File: src/rtl/stuff_tx.sv
// stuff_tx: serial bit-stuffing transmitter, MSB first.
// Inserts a complement bit after MAX_RUN equal bits.
//
// Ports:
//   clk        rising-edge clock
//   reset      async active-low reset
//   din        word to transmit (DATA_W bits)
//   din_valid  producer has a word on din
//   din_ready  word accepted on din_valid && din_ready
//   tx_bit     serial bit (1 when tx_valid=0)
//   tx_valid   tx_bit carries a data or stuff bit
//   busy       state is not IDLE
//   stuff_cnt  saturating stuff-bit count
//              (only with STUFF_STATS_EN defined)
module stuff_tx #(
    parameter int DATA_W  = 8,
    parameter int MAX_RUN = 5
) (
    input  logic              clk,
    input  logic              reset,
    input  logic [DATA_W-1:0] din,
    input  logic              din_valid,
    output logic              din_ready,
    output logic              tx_bit,
    output logic              tx_valid,
    output logic              busy
`ifdef STUFF_STATS_EN
    ,
    output logic [15:0]       stuff_cnt
`endif
);

    localparam int BW = $clog2(DATA_W);
    localparam int RW = $clog2(MAX_RUN + 1);

    typedef enum logic [1:0] {
        IDLE,
        DATA,
        STUFF
    } state_t;

    state_t            state, state_n;
    logic [DATA_W-1:0] sh, sh_n;
    logic [BW-1:0]     bcnt, bcnt_n;
    logic [RW-1:0]     run, run_n;
    logic [RW-1:0]     newrun;
    logic              last_bit, last_bit_n;
    logic              b;
    logic              done;

    always_comb begin
        b          = sh[DATA_W-1];
        // run==0 means no bit since idle: start a fresh run
        newrun     = (run != '0 && b == last_bit)
                   ? run + RW'(1) : RW'(1);
        state_n    = state;
        sh_n       = sh;
        bcnt_n     = bcnt;
        run_n      = run;
        last_bit_n = last_bit;
        done       = 1'b0;
        din_ready  = 1'b0;

        unique case (state)
            IDLE: begin
                din_ready = 1'b1;
                run_n     = '0;
                if (din_valid) begin
                    sh_n    = din;
                    bcnt_n  = BW'(DATA_W - 1);
                    state_n = DATA;
                end
            end
            DATA: begin
                last_bit_n = b;
                run_n      = newrun;
                sh_n       = {sh[DATA_W-2:0], 1'b0};
                // stuff takes priority even on the last data bit
                if (newrun == RW'(MAX_RUN)) begin
                    state_n = STUFF;
                end else if (bcnt != '0) begin
                    bcnt_n = bcnt - BW'(1);
                end else begin
                    done = 1'b1;
                end
            end
            STUFF: begin
                last_bit_n = ~last_bit;
                run_n      = RW'(1);
                if (bcnt != '0) begin
                    bcnt_n  = bcnt - BW'(1);
                    state_n = DATA;
                end else begin
                    done = 1'b1;
                end
            end
            default: begin
                state_n = IDLE;
            end
        endcase

        // word complete: chain the next word with no gap,
        // otherwise drop to idle and forget the run
        if (done) begin
            din_ready = 1'b1;
            if (din_valid) begin
                sh_n    = din;
                bcnt_n  = BW'(DATA_W - 1);
                state_n = DATA;
            end else begin
                state_n = IDLE;
                run_n   = '0;
            end
        end
    end

    always_comb begin
        tx_bit   = 1'b1;
        tx_valid = 1'b0;
        unique case (state)
            DATA: begin
                tx_bit   = sh[DATA_W-1];
                tx_valid = 1'b1;
            end
            STUFF: begin
                tx_bit   = ~last_bit;
                tx_valid = 1'b1;
            end
            default: begin
                tx_bit   = 1'b1;
                tx_valid = 1'b0;
            end
        endcase
    end

    assign busy = (state != IDLE);

    always_ff @(posedge clk or negedge reset) begin
        if (!reset) begin
            state    <= IDLE;
            sh       <= '0;
            bcnt     <= '0;
            run      <= '0;
            last_bit <= 1'b1;
        end else begin
            state    <= state_n;
            sh       <= sh_n;
            bcnt     <= bcnt_n;
            run      <= run_n;
            last_bit <= last_bit_n;
        end
    end

`ifdef STUFF_STATS_EN
    always_ff @(posedge clk or negedge reset) begin
        if (!reset) begin
            stuff_cnt <= '0;
        end else if (state == STUFF && stuff_cnt != 16'hFFFF) begin
            stuff_cnt <= stuff_cnt + 16'd1;
        end
    end
`endif

endmodule

File: config.mk
export PLATFORM = sky130hd
export DESIGN_NAME = stuff_tx
export DESIGN_NICKNAME = d
export VERILOG_FILES = /design/src/rtl/stuff_tx.sv
export SDC_FILE = /design/constraint.sdc
export NUM_CORES = 1
export LEC_CHECK = 0
export CAP_MARGIN = 20
export CORE_UTILIZATION = 30
export CTS_BUF_LIST = sky130_fd_sc_hd__clkbuf_8
export CTS_CLUSTER_SIZE = 20
export DETAILED_ROUTE_END_ITERATION = 7
export PLACE_DENSITY_LB_ADDON = 0.12
export REMOVE_ABC_BUFFERS = 1
export SETUP_SLACK_MARGIN = 0.2
export SLEW_MARGIN = 20
export SYNTH_ARGS = -nofsm -noshare
export SYNTH_HDL_FRONTEND = slang
export SYNTH_SLANG_ARGS = --single-unit
File: constraint.sdc
create_clock -name clk -period 2.5 [get_ports clk]
set_input_delay 0.5 -clock clk [delete_from_list [all_inputs] [get_ports clk]]
set_output_delay 0.5 -clock clk [all_outputs]
set_load 0.005 [all_outputs]
==> summary.txt <==
LOGIC SYNTHESIS
--------------------------------------------------------------------------------------
Share of synthesized area occupied by flip-flops and latches ............        0.380
Count of yosys warnings during synthesis ................................            0
Post-synthesis register bit count .......................................           17
Number of distinct standard cells referenced by the synthesized netlist .           40
Synthesized area per cell ...............................................    9.60 um^2
Synth Flop Type .........................................................      dfrtp_1
Number of enable flip-flop cells after synthesis ........................            0
Cell area after synthesis ...............................................    1120 um^2
Post-Synthesis Cells ....................................................          117
Share of synthesized flip-flops with an asynchronous set or reset .......         1.00

DRT
--------------------------------------------------------------------------------------
Post-detailed-route via-to-cell ratio ...................................         5.24
Routed wirelength normalized by instance count ..........................      15.3 um
Initial DRC count .......................................................           31
Uppermost routed layer ..................................................         met4
Total detailed-routing wirelength .......................................      3120 um
Number of nets with antenna violations after routing ....................            0
WL met1 .................................................................      1460 um
1st-pass router iterations ..............................................            4
Met3 Wirelength .........................................................        64 um
Routed vias .............................................................        1,068
Residual DRC ............................................................            0
DR WL met2 ..............................................................      1560 um

CELLS AND AREA
--------------------------------------------------------------------------------------
Commonest cells after routing, fill and taps aside ...................... buf_4, dfrtp_1, clkdlybuf4s50_1
Total number of nets in the final design ................................          179
Ant diodes ..............................................................            0
Area growth from synthesis to final layout ..............................        54.3%
Filler cell count .......................................................          341
Storage cell area .......................................................     427 um^2
Layout cells sized above 1 ..............................................        0.405
Most common cell after layout, fill and taps aside ......................        buf_4
Utilization after layout ................................................        0.500
Multi-input gate area ...................................................     798 um^2

CLOCK TREE
--------------------------------------------------------------------------------------
CTS tree ................................................................        built
Clock transition at the registers of the reported paths .................      0.08 ns
CTS Root Buffer Type ....................................................     clkbuf_8
Total clock buffers created by CTS ......................................            3
Clock tree buffer depth .................................................            2
Maximum level of the CTS H-tree .........................................            1
Worst-Skew Late Latency .................................................      0.26 ns
CTS sink count ..........................................................           17

STA
--------------------------------------------------------------------------------------
Worst-case clock skew ...................................................   0.00790 ns
Final critical-path setup slack .........................................  0.000447 ns
Share of the clock period used by the worst path after layout ...........         1.00
Total negative slack ....................................................         0 ns
Final slew viol count ...................................................            0
Slew of the pin with the lowest slew margin .............................     0.541 ns
Final Hold Violating Endpoints ..........................................            0
Smallest hold slack .....................................................     0.510 ns
Max frequency ...........................................................      400 MHz
# setup viols final .....................................................            0
Relative slew slack .....................................................        0.638
RSZ-0062 raised after global routing ....................................          yes
Post-layout min period ..................................................      2.50 ns

GLOBAL ROUTE
--------------------------------------------------------------------------------------
Number of global-route vias before repair ...............................        1,064
Antenna violations before repair ........................................            0
Global-route congestion overflow total ..................................            0
Maximum number of pins on one net before global-route repair ............           18
Global router's overall resource usage ..................................        0.162
Wire length of the first global-routing pass ............................      5010 um

CRITICAL PATH
--------------------------------------------------------------------------------------
Worst-case reg-to-reg path depth ........................................            9
Max Fanout on Critical Path .............................................            3
Nature of the critical path endpoint ....................................  output port
Required time of the critical path ......................................      2.00 ns
Critical path class ..................................................... register to output port
Arrival time of data at the critical path endpoint ......................      2.00 ns
Setup crit start kind ...................................................     register

POWER AND IR DROP
--------------------------------------------------------------------------------------
Power density over the cells ............................................ 1330 nW/um^2
Standby leakage power ...................................................     0.715 nW
Peak VDD IR .............................................................       462 uV
Total Power .............................................................      2.30 mW

OUTCOME
--------------------------------------------------------------------------------------
Result of the run ....................................................... complete, no violations

FLOW RUN
--------------------------------------------------------------------------------------
Max-capacitance violation count .........................................            0

DIE
--------------------------------------------------------------------------------------
Die Outline Area ........................................................    3990 um^2
Effective utilization at floorplan ......................................        0.324
Placeable core area .....................................................    3470 um^2
I/O pin count ...........................................................           15
Chip height .............................................................      63.2 um
Overall die width .......................................................      63.2 um
Row count ...............................................................           21

PLACEMENT
--------------------------------------------------------------------------------------
Port bufs ...............................................................           14
Worst setup slack before clock tree synthesis ...........................    -0.130 ns
Sum of net half-perimeters after detailed placement .....................      2030 um
Final weighted congestion of routability-driven global placement ........        0.751

MIN PATH
--------------------------------------------------------------------------------------
Hold depth ..............................................................            2
Hold Crit Class ......................................................... register to register

[registers in the layout (all words and copies together) (netlist names)]
signal	count
sh	8
bcnt	3
run	3
state	2
last_bit	1
[cell usage after synthesis, types with 2 or more instances]
master | n | area, um^2
dfrtp_1 | 16 | 400
a22oi_1 | 9 | 67.6
ha_1 | 9 | 113
inv_1 | 8 | 30.0
a21oi_1 | 7 | 35.0
nor2_1 | 7 | 26.3
o2bb2ai_1 | 7 | 61.3
nand2_1 | 6 | 22.5
o21ai_0 | 6 | 30.0
nand2b_1 | 4 | 25.0
nor2b_1 | 4 | 25.0
clkbuf_1 | 3 | 11.3
nor3_1 | 3 | 15.0
a222oi_1 | 2 | 20.0
[through the flow]
stage | instances | area [um^2]
after floorplan | 113 | 1110
after global placement | 190 | 1430
after detailed placement | 190 | 1430
after CTS | 201 | 1590
after global routing | 204 | 1730
final | 204 | 1730
[kinds of logic after synthesis]
kind of cell | after synthesis | share of synthesized area
AO/OA/AOI/OAI | 41 | 0.266
AND/OR/NAND/NOR | 35 | 0.186
flip-flops | 17 | 0.380
buffers and inverters | 12 | 0.0412
adder cells (fa/ha/maj) | 9 | 0.100
multiplexers | 2 | 0.0189
XOR/XNOR | 1 | 0.00780
[path summary, 6_finish.rpt]
kind,endpoint,slack (ns),startpoint
max,din_ready,0.0004,run[1]$_DFF_PN0_
min,last_bit$_DFFE_PN1N_,0.51,last_bit$_DFFE_PN1N_
max reg2reg,state[1]$_DFFE_PN0P_,0.06,run[1]$_DFF_PN0_
min reg2reg,last_bit$_DFFE_PN1N_,0.51,last_bit$_DFFE_PN1N_
max in group asynchronous,last_bit$_DFFE_PN1N_,1.68,reset
min in group asynchronous,state[1]$_DFFE_PN0P_,0.56,reset
[area by class of cell]
| cell class | instances | area share |
|---|---|---|
| repair buffers | 41 | 0.214 |
| flip-flops and latches | 17 | 0.246 |
| inverters | 8 | 0.0188 |
| well taps | 46 | 0.0332 |
| clock inverters | 1 | 0.00433 |
| multi-input cells | 88 | 0.460 |
| clock buffers | 3 | 0.0238 |
[worst max-delay path, stage by stage, from the launching register on]
cell and delay [ns]:
dfrtp_1 0.44, inv_2 0.09, ha_4 0.20, or3_4 0.38
a211oi_4 0.21, nor3_2 0.08, or2_4 0.24, buf_6 0.11
[routing by layer]
layer  up-vias  global-route usage
met4         0              0.0682
li1        520                   -
met3         2              0.0236
met5         -                   0
met1       535               0.215
met2        11               0.261
[report_power, final]
group	internal, mW	switching (mW)	leakage (nW)
clock	0.112	0.113	0.0217
sequential	0.419	0.0957	0.208
combinational	0.803	0.760	0.485
total	1.33	0.969	0.715
[repair_timing]
action / CTS / global route
gates cloned: 0 / 1
setup endpoints to repair: 5 / 15
buffers inserted: 7 / 2
pin swaps: 3 / 8
resized for setup: 17 / 31
hold buffers: 0 / 0
No activity file was read; power rests on OpenSTA's default activity.
